--- src/rtl/router_1x3_if.sv ---
// rtl/router_1x3_if.sv - Byte-stream input and three read ports of the 1x3 packet router
interface router_1x3_if #(
    parameter int WIDTH = 8
);
    logic             pkt_valid;
    logic [WIDTH-1:0] data_in;
    logic             busy;
    logic             err;
    logic             read_enb_0;
    logic             read_enb_1;
    logic             read_enb_2;
    logic             vld_out_0;
    logic             vld_out_1;
    logic             vld_out_2;
    logic [WIDTH-1:0] data_out_0;
    logic [WIDTH-1:0] data_out_1;
    logic [WIDTH-1:0] data_out_2;

    modport master (
        output pkt_valid, data_in, read_enb_0, read_enb_1, read_enb_2,
        input  busy, err, vld_out_0, vld_out_1, vld_out_2,
        input  data_out_0, data_out_1, data_out_2
    );

    modport slave (
        input  pkt_valid, data_in, read_enb_0, read_enb_1, read_enb_2,
        output busy, err, vld_out_0, vld_out_1, vld_out_2,
        output data_out_0, data_out_1, data_out_2
    );
endinterface

--- src/rtl/router_1x3.sv ---
// rtl/router_1x3.sv - 1-input/3-output packet router: control FSM, header/parity regs, idle timers, output FIFOs
module router_fifo #(
    parameter int DEPTH = 16,
    parameter int WIDTH = 8
) (
    input  logic             clock,
    input  logic             resetn,
    input  logic             soft_rst,
    input  logic             we,
    input  logic [WIDTH:0]   wdata,
    input  logic             re,
    output logic [WIDTH-1:0] dout,
    output logic             full,
    output logic             empty
);
    localparam int AW = $clog2(DEPTH);
    localparam int CW = $clog2(DEPTH + 1);

    logic [WIDTH:0] mem [DEPTH];
    logic [AW-1:0]  wptr;
    logic [AW-1:0]  rptr;
    logic [CW-1:0]  count;
    logic           do_wr;
    logic           do_rd;

    assign full  = (count == CW'(DEPTH));
    assign empty = (count == '0);
    assign do_wr = we && !full;
    assign do_rd = re && !empty;

    always_ff @(posedge clock or posedge resetn) begin
        if (resetn) begin
            wptr  <= '0;
            rptr  <= '0;
            count <= '0;
            dout  <= '0;
        end else if (soft_rst) begin
            wptr  <= '0;
            rptr  <= '0;
            count <= '0;
            dout  <= '0;
        end else begin
            if (do_wr) begin
                wptr <= wptr + AW'(1);
            end
            if (do_rd) begin
                rptr <= rptr + AW'(1);
                dout <= mem[rptr][WIDTH-1:0];
            end
            case ({do_wr, do_rd})
                2'b10:   count <= count + CW'(1);
                2'b01:   count <= count - CW'(1);
                default: count <= count;
            endcase
        end
    end

    // Storage needs no reset: the pointers alone decide which entries are live.
    always_ff @(posedge clock) begin
        if (do_wr) begin
            mem[wptr] <= wdata;
        end
    end
endmodule

module router_1x3 #(
    parameter int DEPTH     = 16,
    parameter int WIDTH     = 8,
    parameter int SOFT_TOUT = 30
) (
    input  logic         clock,
    input  logic         resetn,
    router_1x3_if.slave  bus
);
    typedef enum logic [2:0] {
        DECODE_ADDRESS,
        WAIT_TILL_EMPTY,
        LOAD_FIRST_DATA,
        LOAD_DATA,
        FIFO_FULL_STATE,
        LOAD_AFTER_FULL,
        LOAD_PARITY,
        CHECK_PARITY_ERROR
    } state_t;

    localparam int TW = $clog2(SOFT_TOUT);

    state_t           state_q;
    state_t           state_d;
    logic [WIDTH-1:0] hdr_q;
    logic [WIDTH-1:0] par_q;
    logic [WIDTH-1:0] rx_par_q;
    logic [WIDTH-1:0] hold_q;
    logic [1:0]       addr_q;
    logic             err_q;
    logic             done_q;

    logic [2:0]       full;
    logic [2:0]       empty;
    logic [2:0]       fifo_re;
    logic [2:0]       fifo_we;
    logic [2:0]       soft_rst;
    logic [3:0]       full_ext;
    logic [3:0]       empty_ext;
    logic [3:0]       soft_ext;
    logic             wr_en;
    logic [WIDTH:0]   wr_data;
    logic             busy;

    logic [1:0]       hdr_addr;
    logic             hdr_ok;
    logic             hdr_empty;
    logic             tgt_full;
    logic             tgt_empty;
    logic             abort;

    // Address 3 has no FIFO; padding the vectors keeps every 2-bit index in range.
    assign full_ext  = {1'b0, full};
    assign empty_ext = {1'b1, empty};
    assign soft_ext  = {1'b0, soft_rst};

    assign hdr_addr  = bus.data_in[1:0];
    assign hdr_ok    = bus.pkt_valid && (hdr_addr != 2'd3);
    assign hdr_empty = empty_ext[hdr_addr];
    assign tgt_full  = full_ext[addr_q];
    assign tgt_empty = empty_ext[addr_q];
    assign abort     = (state_q != DECODE_ADDRESS) && soft_ext[addr_q];
    assign fifo_re   = {bus.read_enb_2, bus.read_enb_1, bus.read_enb_0};

    for (genvar i = 0; i < 3; i++) begin : g_port
        logic [TW-1:0] idle_cnt;
        logic          idle;

        assign idle        = !empty[i] && !fifo_re[i];
        assign soft_rst[i] = idle && (idle_cnt == TW'(SOFT_TOUT - 1));
        assign fifo_we[i]  = wr_en && (addr_q == 2'(i));

        always_ff @(posedge clock or posedge resetn) begin
            if (resetn) begin
                idle_cnt <= '0;
            end else if (idle && !soft_rst[i]) begin
                idle_cnt <= idle_cnt + TW'(1);
            end else begin
                idle_cnt <= '0;
            end
        end
    end

    always_ff @(posedge clock or posedge resetn) begin
        if (resetn) begin
            state_q <= DECODE_ADDRESS;
        end else begin
            state_q <= state_d;
        end
    end

    always_comb begin
        state_d = state_q;
        busy    = 1'b0;
        wr_en   = 1'b0;
        wr_data = '0;
        case (state_q)
            DECODE_ADDRESS: begin
                if (hdr_ok) begin
                    state_d = hdr_empty ? LOAD_FIRST_DATA : WAIT_TILL_EMPTY;
                end
            end
            WAIT_TILL_EMPTY: begin
                busy = 1'b1;
                if (tgt_empty) begin
                    state_d = LOAD_FIRST_DATA;
                end
            end
            LOAD_FIRST_DATA: begin
                busy    = 1'b1;
                wr_en   = 1'b1;
                wr_data = {1'b1, hdr_q};
                state_d = LOAD_DATA;
            end
            LOAD_DATA: begin
                if (!bus.pkt_valid) begin
                    state_d = LOAD_PARITY;
                end else if (tgt_full) begin
                    state_d = FIFO_FULL_STATE;
                end else begin
                    wr_en   = 1'b1;
                    wr_data = {1'b0, bus.data_in};
                end
            end
            FIFO_FULL_STATE: begin
                busy = 1'b1;
                // done_q: the stall came after the parity byte, so nothing is held.
                if (!tgt_full) begin
                    state_d = done_q ? DECODE_ADDRESS : LOAD_AFTER_FULL;
                end
            end
            LOAD_AFTER_FULL: begin
                busy    = 1'b1;
                wr_en   = 1'b1;
                wr_data = {1'b0, hold_q};
                state_d = bus.pkt_valid ? LOAD_DATA : LOAD_PARITY;
            end
            LOAD_PARITY: begin
                busy = 1'b1;
                if (!tgt_full) begin
                    wr_en   = 1'b1;
                    wr_data = {1'b0, rx_par_q};
                    state_d = CHECK_PARITY_ERROR;
                end
            end
            CHECK_PARITY_ERROR: begin
                busy    = 1'b1;
                state_d = tgt_full ? FIFO_FULL_STATE : DECODE_ADDRESS;
            end
            default: state_d = DECODE_ADDRESS;
        endcase
        if (abort) begin
            state_d = DECODE_ADDRESS;
            wr_en   = 1'b0;
        end
    end

    // A payload byte that meets a full FIFO has already been taken from the source, so it is held.
    always_ff @(posedge clock or posedge resetn) begin
        if (resetn) begin
            hdr_q    <= '0;
            addr_q   <= '0;
            par_q    <= '0;
            rx_par_q <= '0;
            hold_q   <= '0;
            err_q    <= 1'b0;
            done_q   <= 1'b0;
        end else begin
            case (state_q)
                DECODE_ADDRESS: begin
                    if (hdr_ok) begin
                        hdr_q  <= bus.data_in;
                        addr_q <= hdr_addr;
                        par_q  <= bus.data_in;
                        err_q  <= 1'b0;
                        done_q <= 1'b0;
                    end
                end
                LOAD_DATA: begin
                    if (bus.pkt_valid) begin
                        par_q <= par_q ^ bus.data_in;
                        if (tgt_full) begin
                            hold_q <= bus.data_in;
                        end
                    end else begin
                        rx_par_q <= bus.data_in;
                    end
                end
                LOAD_AFTER_FULL: begin
                    if (!bus.pkt_valid) begin
                        rx_par_q <= bus.data_in;
                    end
                end
                CHECK_PARITY_ERROR: begin
                    err_q  <= (par_q != rx_par_q);
                    done_q <= 1'b1;
                end
                default: ;
            endcase
        end
    end

    router_fifo #(.DEPTH(DEPTH), .WIDTH(WIDTH)) FIFO0 (
        .clock    (clock),
        .resetn   (resetn),
        .soft_rst (soft_rst[0]),
        .we       (fifo_we[0]),
        .wdata    (wr_data),
        .re       (fifo_re[0]),
        .dout     (bus.data_out_0),
        .full     (full[0]),
        .empty    (empty[0])
    );

    router_fifo #(.DEPTH(DEPTH), .WIDTH(WIDTH)) FIFO1 (
        .clock    (clock),
        .resetn   (resetn),
        .soft_rst (soft_rst[1]),
        .we       (fifo_we[1]),
        .wdata    (wr_data),
        .re       (fifo_re[1]),
        .dout     (bus.data_out_1),
        .full     (full[1]),
        .empty    (empty[1])
    );

    router_fifo #(.DEPTH(DEPTH), .WIDTH(WIDTH)) FIFO2 (
        .clock    (clock),
        .resetn   (resetn),
        .soft_rst (soft_rst[2]),
        .we       (fifo_we[2]),
        .wdata    (wr_data),
        .re       (fifo_re[2]),
        .dout     (bus.data_out_2),
        .full     (full[2]),
        .empty    (empty[2])
    );

    assign bus.busy      = busy;
    assign bus.err       = err_q;
    assign bus.vld_out_0 = !empty[0];
    assign bus.vld_out_1 = !empty[1];
    assign bus.vld_out_2 = !empty[2];
endmodule

--- src/flat_wrapper.sv ---
// flat-port wrapper written by rule: the top's interface ports become plain ports
module router_1x3_flat 
#(
    parameter int DEPTH     = 16,
    parameter int WIDTH     = 8,
    parameter int SOFT_TOUT = 30
)
  (clock, resetn, bus_pkt_valid, bus_data_in, bus_read_enb_0, bus_read_enb_1, bus_read_enb_2, bus_busy, bus_err, bus_vld_out_0, bus_vld_out_1, bus_vld_out_2, bus_data_out_0, bus_data_out_1, bus_data_out_2);
  router_1x3_if #(.WIDTH(WIDTH)) bus_i ();
  input  logic clock;
  input  logic resetn;
  input wire logic [$bits(bus_i.pkt_valid)-1:0] bus_pkt_valid;
  input wire logic [$bits(bus_i.data_in)-1:0] bus_data_in;
  input wire logic [$bits(bus_i.read_enb_0)-1:0] bus_read_enb_0;
  input wire logic [$bits(bus_i.read_enb_1)-1:0] bus_read_enb_1;
  input wire logic [$bits(bus_i.read_enb_2)-1:0] bus_read_enb_2;
  output wire logic [$bits(bus_i.busy)-1:0] bus_busy;
  output wire logic [$bits(bus_i.err)-1:0] bus_err;
  output wire logic [$bits(bus_i.vld_out_0)-1:0] bus_vld_out_0;
  output wire logic [$bits(bus_i.vld_out_1)-1:0] bus_vld_out_1;
  output wire logic [$bits(bus_i.vld_out_2)-1:0] bus_vld_out_2;
  output wire logic [$bits(bus_i.data_out_0)-1:0] bus_data_out_0;
  output wire logic [$bits(bus_i.data_out_1)-1:0] bus_data_out_1;
  output wire logic [$bits(bus_i.data_out_2)-1:0] bus_data_out_2;
  assign bus_i.pkt_valid = bus_pkt_valid;
  assign bus_i.data_in = bus_data_in;
  assign bus_i.read_enb_0 = bus_read_enb_0;
  assign bus_i.read_enb_1 = bus_read_enb_1;
  assign bus_i.read_enb_2 = bus_read_enb_2;
  assign bus_busy = bus_i.busy;
  assign bus_err = bus_i.err;
  assign bus_vld_out_0 = bus_i.vld_out_0;
  assign bus_vld_out_1 = bus_i.vld_out_1;
  assign bus_vld_out_2 = bus_i.vld_out_2;
  assign bus_data_out_0 = bus_i.data_out_0;
  assign bus_data_out_1 = bus_i.data_out_1;
  assign bus_data_out_2 = bus_i.data_out_2;
  router_1x3 #(.DEPTH(DEPTH), .WIDTH(WIDTH), .SOFT_TOUT(SOFT_TOUT)) u_core (.clock(clock), .resetn(resetn), .bus(bus_i));
endmodule
--- config.mk ---
export PLATFORM = sky130hd
export DESIGN_NAME = router_1x3_flat
export DESIGN_NICKNAME = d
export VERILOG_FILES = /design/src/rtl/router_1x3_if.sv /design/src/rtl/router_1x3.sv /design/src/flat_wrapper.sv
export SDC_FILE = /design/constraint.sdc
export NUM_CORES = 1
export LEC_CHECK = 0
export ABC_AREA = 1
export CAP_MARGIN = 20
export CORE_ASPECT_RATIO = 0.7
export CORE_UTILIZATION = 60
export DETAILED_ROUTE_END_ITERATION = 10
export DONT_BUFFER_PORTS = 1
export HOLD_SLACK_MARGIN = 0.1
export PLACE_DENSITY = 0.78
export SYNTH_ARGS = -nofsm -noshare
export SYNTH_HDL_FRONTEND = slang
export SYNTH_SLANG_ARGS = --single-unit
export TNS_END_PERCENT = 100
--- constraint.sdc ---
create_clock -name clock -period 4.4 [get_ports clock]
set_input_delay 0.88 -clock clock [delete_from_list [all_inputs] [get_ports clock]]
set_output_delay 0.88 -clock clock [all_outputs]
set_load 0.05 [all_outputs]
**After elaboration in Yosys (flattened, before gate mapping)**

Memory sizes are Yosys's and may differ from the RTL's.
Index checks and enable logic that the tools add are counted.

- Flip-flop bits (word level): 117
- Bits in writable memories: 432
- Output and inout port bits: 29
- Memories: 3

Memories:

| name | words | width | rd ports | clocked after Yosys merged registers in | wr ports | line | source |
|---|---|---|---|---|---|---|---|
| u_core.FIFO0.mem | 16 | 9 | 1 | 0 | 1 | router_1x3.sv:19 | `logic [WIDTH:0] mem [DEPTH];` |
| u_core.FIFO1.mem | 16 | 9 | 1 | 0 | 1 | router_1x3.sv:19 |  |
| u_core.FIFO2.mem | 16 | 9 | 1 | 0 | 1 | router_1x3.sv:19 |  |

- Add/sub/neg operators: 15
- Order comparisons: 2
- Eq/ne operators: 30
- Muxes and demuxes: 68
- Bitwise operators: 2
- Reduce and logical (&&, ||, !) cells: 58

Operators with widths:

| operator | count |
|---|---|
| two-way mux 8 bit | 10 |
| two-way mux 4 bit | 12 |
| case mux 9 bit (4 select lines) | 1 |
| adder 5 x 1 -> 5 bit, second input constant | 6 |
| == test 5 bit, second input constant | 6 |
| two-way mux 3 bit | 10 |
| two-way mux 5 bit | 6 |
| case mux 5 bit (2 select lines) | 3 |
| adder 4 x 1 -> 4 bit, second input constant | 6 |
| case mux 3 bit (8 select lines) | 1 |
| logical AND 1 bit | 20 |
| case mux 8 bit (2 select lines) | 1 |
| nonzero test 2 bit | 8 |
| zero test 5 bit | 3 |
| two-way mux 1 bit | 15 |
| subtractor 5 x 1 -> 5 bit, second input constant | 3 |
| == test 3 bit, second input constant | 4 |
| zero test 1 bit | 12 |
| nonzero test 3 bit | 4 |
| two-way mux 9 bit | 1 |
| binary-select mux 1 bit (select 2 bit) | 4 |
| == test 2 x 1 -> 1 bit, second input constant | 4 |
| == test 2 bit, second input constant | 4 |
| != test 8 bit | 1 |
| 20 further kinds | 30 |

**Longest topological paths before layout**

Gate-level depths: netlist (run 1).

- Word-level depth: 13
- Mapped depth: 20
- Gate-level depth less buffers: 20

**Cells and area by module**

Synthesis (run 1) repeated with hierarchy kept, for this count alone.

- Cell total of the unflattened synthesis: 1905
- Area total of the unflattened synthesis: 21739.6 um^2

By module, submodules not included:

| module | times used | cells each | area each (um^2) |
|---|---|---|---|
| router_fifo at u_core.FIFO1 | 1 | 514 | 6308.6 |
| router_fifo at u_core.FIFO2 | 1 | 515 | 6289.8 |
| router_fifo at u_core.FIFO0 | 1 | 515 | 6273.5 |
| router_1x3 | 1 | 361 | 2867.8 |

**Worst setup path before layout (run 1)**

OpenSTA, ideal clock, no wires.

- Path type: register to register
- Start point: register u_core.FIFO1.count[2]
- End point: memory u_core.FIFO1.mem[10][0] in the netlist's numbering, enable pin
- Setup time: 383 ps
- Data arrival time: 2428 ps
- Required time: 4017 ps
- Slack: 1589 ps
- Cell stages (with the launch flop): 10
- Buffers on the path: 2
- Period minus slack after synthesis: 2811 ps
- Cells stage by stage: dfrtp_1 -> nor2_1 -> nand3_2 -> nand3_2 -> a21oi_2 -> nand3_4 -> nand3_4 -> buf_6 -> buf_2 -> nor3_1

- Cells in the longest elaborated chain, start to end: 12

RTL lines:

| what | line | source |
|---|---|---|
| start: declaration | router_1x3.sv:22 | `logic [CW-1:0] count;` |
| start signal: assignment | router_1x3.sv:51 | `2'b10: count <= count + CW'(1);` |
| start signal: assignment | router_1x3.sv:52 | `2'b01: count <= count - CW'(1);` |
| start signal: assignment | router_1x3.sv:53 | `default: count <= count;` |
| zero test 5 bit | router_1x3.sv:27 | `assign empty = (count == '0);` |
| zero test 1 bit | n/a |  |
| via bus_vld_out_1 | flat_wrapper.sv:20 | `output wire logic [$bits(bus_i.vld_out_1)-1:0] bus_vld_out_1;` |
| logical AND 1 bit | router_1x3.sv:134 | `assign idle = !empty[i] && !fifo_re[i];` |
| logical AND 1 bit | router_1x3.sv:135 | `assign soft_rst[i] = idle && (idle_cnt == TW'(SOFT_TOUT - 1));` |
| binary-select mux 1 bit (select 2 bit) | router_1x3.sv:127 | `assign abort = (state_q != DECODE_ADDRESS) && soft_ext[addr_q];` |
| two-way mux 1 bit (implied by the code) | router_1x3.sv:127 |  |
| logical AND 1 bit | router_1x3.sv:127 |  |
| two-way mux 1 bit | router_1x3.sv:217 | `if (abort) begin` |
| logical AND 1 bit | router_1x3.sv:136 | `assign fifo_we[i] = wr_en && (addr_q == 2'(i));` |
| logical AND 1 bit | router_1x3.sv:28 | `assign do_wr = we && !full;` |
| two-way mux 1 bit | router_1x3.sv:60 | `if (do_wr) begin` |
| two-way mux 1 bit (implied by the code) | router_1x3.sv:61 | `mem[wptr] <= wdata;` |
| end: declaration | router_1x3.sv:19 |  |

The timed path passes the listed nets, and every way through them passes these cells. The select of a mux whose other input is x is not followed.

**Worst setup path after layout (run 1)**

- Start point: register u_core.FIFO1.count[2]
- End point: memory u_core.FIFO0.mem[9][7] in the netlist's numbering, enable pin

- Cells in the longest elaborated chain, start to end: 12

RTL lines:

| what | line |
|---|---|
| zero test 5 bit | router_1x3.sv:27 |
| zero test 1 bit | n/a |
| via bus_vld_out_1 | flat_wrapper.sv:20 |
| logical AND 1 bit | router_1x3.sv:134 |
| logical AND 1 bit | router_1x3.sv:135 |
| binary-select mux 1 bit (select 2 bit) | router_1x3.sv:127 |
| two-way mux 1 bit (implied by the code) | router_1x3.sv:127 |
| logical AND 1 bit | router_1x3.sv:127 |
| two-way mux 1 bit | router_1x3.sv:217 |
| logical AND 1 bit | router_1x3.sv:136 |
| logical AND 1 bit | router_1x3.sv:28 |
| two-way mux 1 bit | router_1x3.sv:60 |
| two-way mux 1 bit (implied by the code) | router_1x3.sv:61 |
| end: declaration | router_1x3.sv:19 |

The timed path passes the listed nets, and every way through them passes these cells. The select of a mux whose other input is x is not followed.

==> metrics.txt, run 1 <==
most common cell after layout, fill and taps aside=nand2_1; Final setup viols=0; asr flop ratio synth=0.230; Clock power frac=0.240; clock root buffer=clkbuf_16; Post-synth EDFFs=384; IO Count=43; Synth area leaders=edfxtp_1 (54%), dfrtp_1 (13%), nand2_1 (8.7%), a21oi_1 (4.6%), a22oi_1 (1.9%); crit path kind=reg2reg; Die Area=0.0365 mm2; synth unique cells=43; Most used DFF post-synth=edfxtp_1; Cells after Synth=1905; clk_lat worst skew=0.57 ns; Psw=6890 uW; chip width=228 um; Fin. Hold Viols=0; max cap viols=0; cell taking the most area after synthesis=edfxtp_1; Final Non-Filler Cells=2421; Layout Skew=0.0207 ns; GRT overflow=0; CTS Buf Count=46; data arrival time of the worst path=3.52 ns; most frequent cells in the layout=nand2_1 (495), edfxtp_1 (384), a21oi_1 (197); Yosys top cell area share=0.538; CP required=4.59 ns; Area Growth Syn to Fin=10.3%; Final min period=3.33 ns; internal power=10100 uW; drt initial violations=1981; clock sinks=499; Vias/cell=6.17; dpl cells=2326; drt drc=0; Core ar.=0.0349 mm2; largest net degree at the start of global routing=69; Post-Syn Nets=1946; Least-Margin Pin Slew=1.13 ns; vias in the first global route=14430; Cell Area, Synth=0.0214 mm2; Max Clock Freq=300 MHz; Initial Utilization=0.613; layout cell share with drive strength beyond 1=0.0934; Combinational Power Share=0.344; Avg Cell Area, Syn=11.2 um2; Detailed Routing Iterations Pass 1=6; Leak=0.00914 uW; Final Slew Violations=0; period utilization=0.758; Post-CTS Setup Inserts=0; post-DP HPWL=31500 um; setup TNS=0 ns; Max IR drop VDD=0.578 mV; Hold WC Path Type=in2async; Final #Nets=1953; CP Launch Type=flop; R2R Setup Slk=1.07 ns; routed length per instance=21.3 um; warnings from Yosys=0; post-CTS sizing=0; routed wire length=51500 um; post-route ant nets=0; design area=0.0236 mm2; CTS max path bufs=3; port bufs=0; Seq/Total Area, Yosys=0.673; RSZ-0062 raised after global routing=no; CTS tree=done; total track usage=0.285; area post-placement=0.0220 mm2; R2R cell count=7; Worst-path clk slew=0.06 ns; Die Y=160 um; Seq pwr share=0.416; via count=14949; placer congestion estimate=0.905; CTS H-Tree Depth=2; initial antenna violation count=0; FP Rows=57; outcome=complete, no violations; flops & latches, synth=499; switch share=0.405; hold buffers post-CTS=0; crit path max fanout=23; first-pass GRT wire length=81000 um; pwr dens=720 mW/mm2; Worst setup EP type=flop; Slew headroom=0.239
registers in the layout (all words and copies together), names as in the netlist, 5 cells and up:
register                flops
u_core.FIFO1.dout           8
u_core.FIFO1.mem          128
u_core.FIFO2.count          5
u_core.FIFO0.dout           8
u_core.FIFO2.mem          128
u_core.FIFO2.dout           8
u_core.rx_par_q             8
u_core.FIFO0.mem          128
u_core.FIFO0.count          5
u_core.hdr_q                7
u_core.g_port.idle_cnt     15
u_core.FIFO1.count          5
u_core.hold_q               8
u_core.par_q                8
layout make-up:
class / instances / area (um2)
tap: 472 / 591
timing repair buffer: 53 / 435
antenna: 1 / 2.50
clock inverter: 16 / 184
inverter: 119 / 450
clock buffer: 68 / 1360
multi-input combinational: 1193 / 6190
sequential: 499 / 14400
fill: 2498 / 11300
worst paths after layout:
kind	from	end
max in group asynchronous	resetn	u_core.FIFO1.rptr[0]
min in group clock	u_core.hold_q[6]	u_core.hold_q[6]
min reg2reg	u_core.hold_q[6]	u_core.hold_q[6]
max reg2reg	u_core.FIFO1.count[2]	u_core.FIFO0.mem[9][7]
max	u_core.FIFO1.count[2]	u_core.FIFO0.mem[9][7]
min	resetn	u_core.hold_q[4]
worst max-delay path, stage by stage (launching register included):
cell and delay [ns]:
dfrtp_1 0.43, nor2_1 0.24, nand3_2 0.41, nand3_2 0.31
a21oi_2 0.10, nand3_4 0.16, nand3_4 0.32, nor3_1 0.98
cell families after synthesis:
kind of cell               count (synthesis)  share of synthesized area
AOI/OAI and AO/OA                        411                      0.115
buffers and inverters                    213                     0.0390
adders and majority gates                 27                     0.0158
xor gates and xnor gates                  28                     0.0114
DFF                                      499                      0.673
and+or+nand+nor                          727                      0.147
metal layers:
metal	global-route usage	routed length, um	up-vias
met5	0	0	-
met4	0.0823	1190	0
met3	0.0570	5320	101
met2	0.419	22900	899
met1	0.431	22100	7190
li1	-	-	6759
Yosys cell counts (2+ instances only):
| cell type | count |
|---|---|
| a21oi_1 | 197 |
| a221oi_1 | 24 |
| a22oi_1 | 54 |
| a32o_1 | 9 |
| buf_1 | 10 |
| buf_2 | 6 |
| buf_6 | 2 |
| clkbuf_1 | 75 |
| clkinv_1 | 3 |
| dfrtp_1 | 115 |
| edfxtp_1 | 384 |
| ha_1 | 27 |
| inv_1 | 103 |
| inv_2 | 12 |
| nand2_1 | 497 |
| nand2_2 | 7 |
| nand2_4 | 2 |
| nand3_1 | 67 |
| nand3_2 | 7 |
| nand3_4 | 4 |
| nand3b_1 | 3 |
| nand4_1 | 12 |
| nor2_1 | 67 |
| nor2_2 | 3 |
| nor2_4 | 2 |
| nor3_1 | 47 |
| nor4_4 | 3 |
| o211ai_1 | 10 |
| o21ai_0 | 80 |
| o21ai_1 | 9 |
| o21ai_2 | 2 |
| o22ai_1 | 6 |
| o311ai_0 | 16 |
| or2_2 | 5 |
| xnor2_1 | 11 |
| xor2_1 | 17 |
power by group through the flow:
stage          Combinational, uW  Clock, uW  Sequential, uW
4_1_cts                     5630       4120            7130
5_1_grt                     6390       4290            7140
3_5_place_dp                5590          0            7220
2_1_floorplan               4070          0            6920
6_report                    5840       4080            7080
3_3_place_gp                5400          0            7190
stage by stage:
| stage | worst slack [ns] | total power [uW] | utilization | hold WS, ns |
|---|---|---|---|---|
| floorplan | 0.476 | 11000 | - | 0.453 |
| global placement | 1.23 | 12600 | 0.629 | 0.467 |
| detailed placement | 1.07 | 12800 | 0.629 | 0.473 |
| CTS | 1.05 | 16900 | 0.673 | 0.368 |
| global route | 0.878 | 17800 | 0.676 | 0.412 |
| finish | 1.07 | 17000 | 0.676 | 0.342 |
(Power assumes the default switching activity.)
==> run 2: changes to the inputs <==
==> constraint.sdc (replaced) <==
create_clock -name clock -period 3.1 [get_ports clock]
set_input_delay 0.62 -clock clock [delete_from_list [all_inputs] [get_ports clock]]
set_output_delay 0.62 -clock clock [all_outputs]
set_load 0.05 [all_outputs]
==> metrics.txt, run 2 (synthesis results as in run 1) <==
outcome=complete, no violations; Slew headroom=0.465; Area Growth Syn to Fin=12.3%; Final Slew Violations=0; Max Clock Freq=356 MHz; FP Rows=57; routed length per instance=20.8 um; IO Count=43; Die Area=0.0365 mm2; largest net degree at the start of global routing=78; post-DP HPWL=31200 um; GRT overflow=0; initial antenna violation count=1; placer congestion estimate=0.855; port bufs=0; worst setup margin=0.289 ns; dpl cells=2372; post-route ant nets=0; clk_lat worst skew=0.58 ns; Layout Skew=0.0236 ns; Final setup viols=0; area post-placement=0.0224 mm2; Worst setup EP type=flop; via count=14919; CTS tree=done; vias in the first global route=14334; clock sinks=499; Hold WC Path Type=in2reg; clock root buffer=clkbuf_16; RSZ-0062 raised after global routing=no; drt drc=0; pre-CTS WS=0.397 ns; CTS Buf Count=46; CP required=3.55 ns; ant diodes=0; layout cell share with drive strength beyond 1=0.113; pwr dens=1010 mW/mm2; Final Core Density=0.689; CTS max path bufs=3; Most Frequent Cell on Critical Path=nand2_1; crit path max fanout=23; most frequent cells in the layout=nand2_1 (495), edfxtp_1 (384), a21oi_1 (197); most common cell after layout, fill and taps aside=nand2_1; Final Non-Filler Cells=2460; Detailed Routing Iterations Pass 1=5; max cap viols=0; setup TNS=0 ns; worst r2r src=u_core.state_q[0]; start point of the critical path=u_core.state_q[0]; Die Y=160 um; data arrival time of the worst path=3.26 ns; CP Launch Type=flop; top flop regs=u_core.FIFO0.mem x128, u_core.FIFO1.mem x128, u_core.FIFO2.mem x128; Initial Utilization=0.613; CP Cell Sequence=nor2_1 > inv_1 > nor2_1 > a21oi_2 > nand3_4 > nand3_4 > nand2_2 > inv_1 > ha_1 > nand4_1 > nand2_1 > inv_2 > nand2_1 > nand2_1 > nand3_1 > nand2_1; Core ar.=0.0349 mm2; chip width=228 um; Final min period=2.81 ns; routed wire length=51100 um; drt initial violations=1810; number of cells on the worst hold path=2; Fin. Hold Viols=0; Final #Nets=1991; Leak=0.00938 uW; CTS H-Tree Depth=2; design area=0.0241 mm2; total track usage=0.283; slowest CP cell=dfrtp_1; R2R Setup Slk=0.29 ns; crit-path max cell delay=0.45 ns; Vias/cell=6.06; R2R cell count=16; first-pass GRT wire length=80200 um; Hold Startpoint=bus_data_in[2]; Max IR drop VDD=0.653 mV; Least-Margin Pin Slew=0.802 ns; crit path kind=reg2reg; Worst-path clk slew=0.06 ns; period utilization=0.907
[run 2: per-stage QoR]
step           hold slack (ns)  power (uW)
2_1_floorplan            0.453       15600
3_3_place_gp             0.467       18000
3_5_place_dp             0.474       18300
4_1_cts                  0.248       24300
5_1_grt                  0.266       25700
6_report                 0.266       24400
[run 2: timing repair]
item	4_1_cts	5_1_grt
endpoints found under the setup margin	0	0
gates resized for setup	0	0
hold buffers	1	0
hold endpoints to repair	16	0
setup buffers	0	0
[run 2: area by class of cell]
class | instances | area (um2)
tap | 472 | 591
inverter | 119 | 452
timing repair buffer | 91 | 806
multi-input combinational | 1193 | 6190
fill | 2460 | 10900
clock buffer | 57 | 1270
sequential | 499 | 14400
clock inverter | 29 | 335
[run 2: power by group]
part	total (uW)	switching, uW	internal, uW	leakage (uW)
Combinational	8380	5840	2530	0.00361
Sequential	10000	1370	8650	0.00498
Clock	5990	2480	3510	0.000795
[run 2: final timing paths]
| check | end |
|---|---|
| min in group asynchronous | u_core.FIFO0.wptr[0] |
| max in group asynchronous | u_core.FIFO1.rptr[0] |
| max reg2reg | u_core.FIFO2.count[4] |
| max | u_core.FIFO2.count[4] |
| min | u_core.hold_q[2] |
| min reg2reg | u_core.hold_q[0] |
[run 2: worst max-delay path, delay by kind of cell, from the launching register on]
| kind | cells | cell delay (ns) |
|---|---|---|
| AO/OA/AOI/OAI | 1 | 0.09 |
| adder cells (fa/ha/maj) | 1 | 0.36 |
| buffers and inverters | 3 | 0.19 |
| flip-flops | 1 | 0.45 |
| AND/OR/NAND/NOR | 11 | 1.64 |
[run 2: layer usage]
metal,up-vias,track usage,part of all wire
met5,-,0,0
met4,0,0.0771,0.019
met3,85,0.0630,0.10
met2,728,0.416,0.45
met1,7283,0.426,0.43
li1,6823,-,-
==> run 3: changes to the inputs <==
--- a/config.mk
+++ b/config.mk
@@ -6,13 +6,13 @@
 export NUM_CORES = 1
 export LEC_CHECK = 0
 export ABC_AREA = 1
-export CAP_MARGIN = 20
 export CORE_ASPECT_RATIO = 0.7
 export CORE_UTILIZATION = 60
+export CTS_BUF_LIST = sky130_fd_sc_hd__clkbuf_2 sky130_fd_sc_hd__clkbuf_4 sky130_fd_sc_hd__clkbuf_8
 export DETAILED_ROUTE_END_ITERATION = 10
 export DONT_BUFFER_PORTS = 1
 export HOLD_SLACK_MARGIN = 0.1
-export PLACE_DENSITY = 0.78
+export PLACE_DENSITY_LB_ADDON = 0.25
 export SYNTH_ARGS = -nofsm -noshare
 export SYNTH_HDL_FRONTEND = slang
 export SYNTH_SLANG_ARGS = --single-unit
==> metrics.txt, run 3 (synthesis results as in run 1) <==
Core ar.=0.0349 mm2; pwr dens=981 mW/mm2; Final Slew Violations=0; via count=14846; RSZ-0062 raised after global routing=no; data arrival time of the worst path=3.28 ns; CP Launch Type=flop; GRT overflow=0; ant diodes=0; post-CTS sizing=0; period utilization=0.889; routed length per instance=20.1 um; Worst setup EP type=flop; Hold WC Path Type=in2reg; CTS max path bufs=3; setup TNS=0 ns; port bufs=0; vias in the first global route=14443; Die Area=0.0365 mm2; Post-CTS Setup Inserts=0; CTS tree=done; Initial Utilization=0.613; post-route ant nets=0; outcome=complete, no violations; placer congestion estimate=0.877; Multi-input gate area=0.00619 mm2; GRT met1 Usage=0.424; initial antenna violation count=0; CP required=3.62 ns; Worst-path clk slew=0.06 ns; GR Util met3=0.0641; FP Rows=57; Detailed Routing Iterations Pass 1=5; Final min period=2.76 ns; chip width=228 um; Slew headroom=0.280; Fill cells=2595; Least-Margin Pin Slew=1.08 ns; Layout Skew=0.0168 ns; total track usage=0.281; top flop regs=u_core.FIFO0.mem x128, u_core.FIFO1.mem x128, u_core.FIFO2.mem x128; IO Count=43; M2 GR Usage=0.404; largest net degree at the start of global routing=69; Vias/cell=5.93; routed wire length=50300 um; CTS Buf Count=72; Final setup viols=0; clk_lat worst skew=0.62 ns; first-pass GRT wire length=79700 um; Max IR drop VDD=0.799 mV; crit path kind=reg2reg; drt drc=0; CTS H-Tree Depth=3; drt initial violations=1656; register area=0.0144 mm2; layout cell share with drive strength beyond 1=0.131; Final #Nets=2019; Top Usage Layer GRT=met1; hold buffers post-CTS=1; most frequent cells in the layout=nand2_1 (495), edfxtp_1 (384), a21oi_1 (197); Area Growth Syn to Fin=11.5%; clock sinks=499; post-DP HPWL=31000 um; Final Hold Slack=0.208 ns; Die Y=160 um; most common cell after layout, fill and taps aside=nand2_1; Max Clock Freq=363 MHz; clock root buffer=clkbuf_8; Leak=0.00935 uW; crit path max fanout=14; max cap viols=0; Fin. Hold Viols=0
## run 3: final timing paths
kind	from	to	slack (ns)	depth (start not counted)
setup reg to reg	u_core.FIFO2.count[2]	u_core.FIFO2.count[4]	0.34	14
min in group asynchronous	resetn	u_core.FIFO0.wptr[3]	0.65	2
hold reg to reg	u_core.hdr_q[3]	u_core.hdr_q[3]	0.49	2
hold / removal	bus_data_in[3]	u_core.hdr_q[3]	0.21	2
setup / recovery	u_core.FIFO2.count[2]	u_core.FIFO2.count[4]	0.34	14
max in group asynchronous	resetn	u_core.FIFO2.rptr[0]	1.67	3
## run 3: area by class of cell
type | count | area share
flip-flops and latches | 499 | 0.604
multi-input cells | 1193 | 0.259
clock buffers | 109 | 0.0552
repair buffers | 93 | 0.0346
well taps | 472 | 0.0247
inverters | 119 | 0.0189
clock inverters | 19 | 0.00356
## run 3: worst max-delay path, cell delays in order, from the launching register on
cell and delay, ns:
dfrtp_1 0.42, nor2_1 0.25, nand3_2 0.17, nand2_1 0.32, inv_1 0.37, nand2_2 0.23
inv_1 0.08, ha_1 0.36, nand4_1 0.11, nand2_1 0.09, inv_2 0.04, nand2_1 0.05
nand2_1 0.05, nand3_1 0.06, nand2_1 0.05
## run 3: routing by layer
metal | wire, um | vias to the layer above | part of all wire
met1 | 22800 | 7194 | 0.45
met2 | 21700 | 657 | 0.43
met5 | 0 | - | 0
met4 | 1290 | 0 | 0.026
met3 | 4510 | 102 | 0.090
li1 | - | 6893 | -
## run 3: through the flow
step	power, uW	setup WS (ns)	utilization	instance area (um2)	instances
6_report	23400	0.343	0.683	23900	2504
5_1_grt	24800	0.104	0.683	23900	2504
4_1_cts	23400	0.383	0.683	23900	2504
3_5_place_dp	18300	0.381	0.643	22500	2375
3_3_place_gp	18000	0.474	0.643	22500	2375
2_1_floorplan	15600	0.289	-	21400	1905
## run 3: power breakdown
part | switching (uW) | total, uW | leakage (uW) | internal [uW]
logic | 5690 | 8240 | 0.00362 | 2540
clock network | 2410 | 5120 | 0.000749 | 2710
registers | 1420 | 10100 | 0.00498 | 8650
total | 9530 | 23400 | 0.00935 | 13900
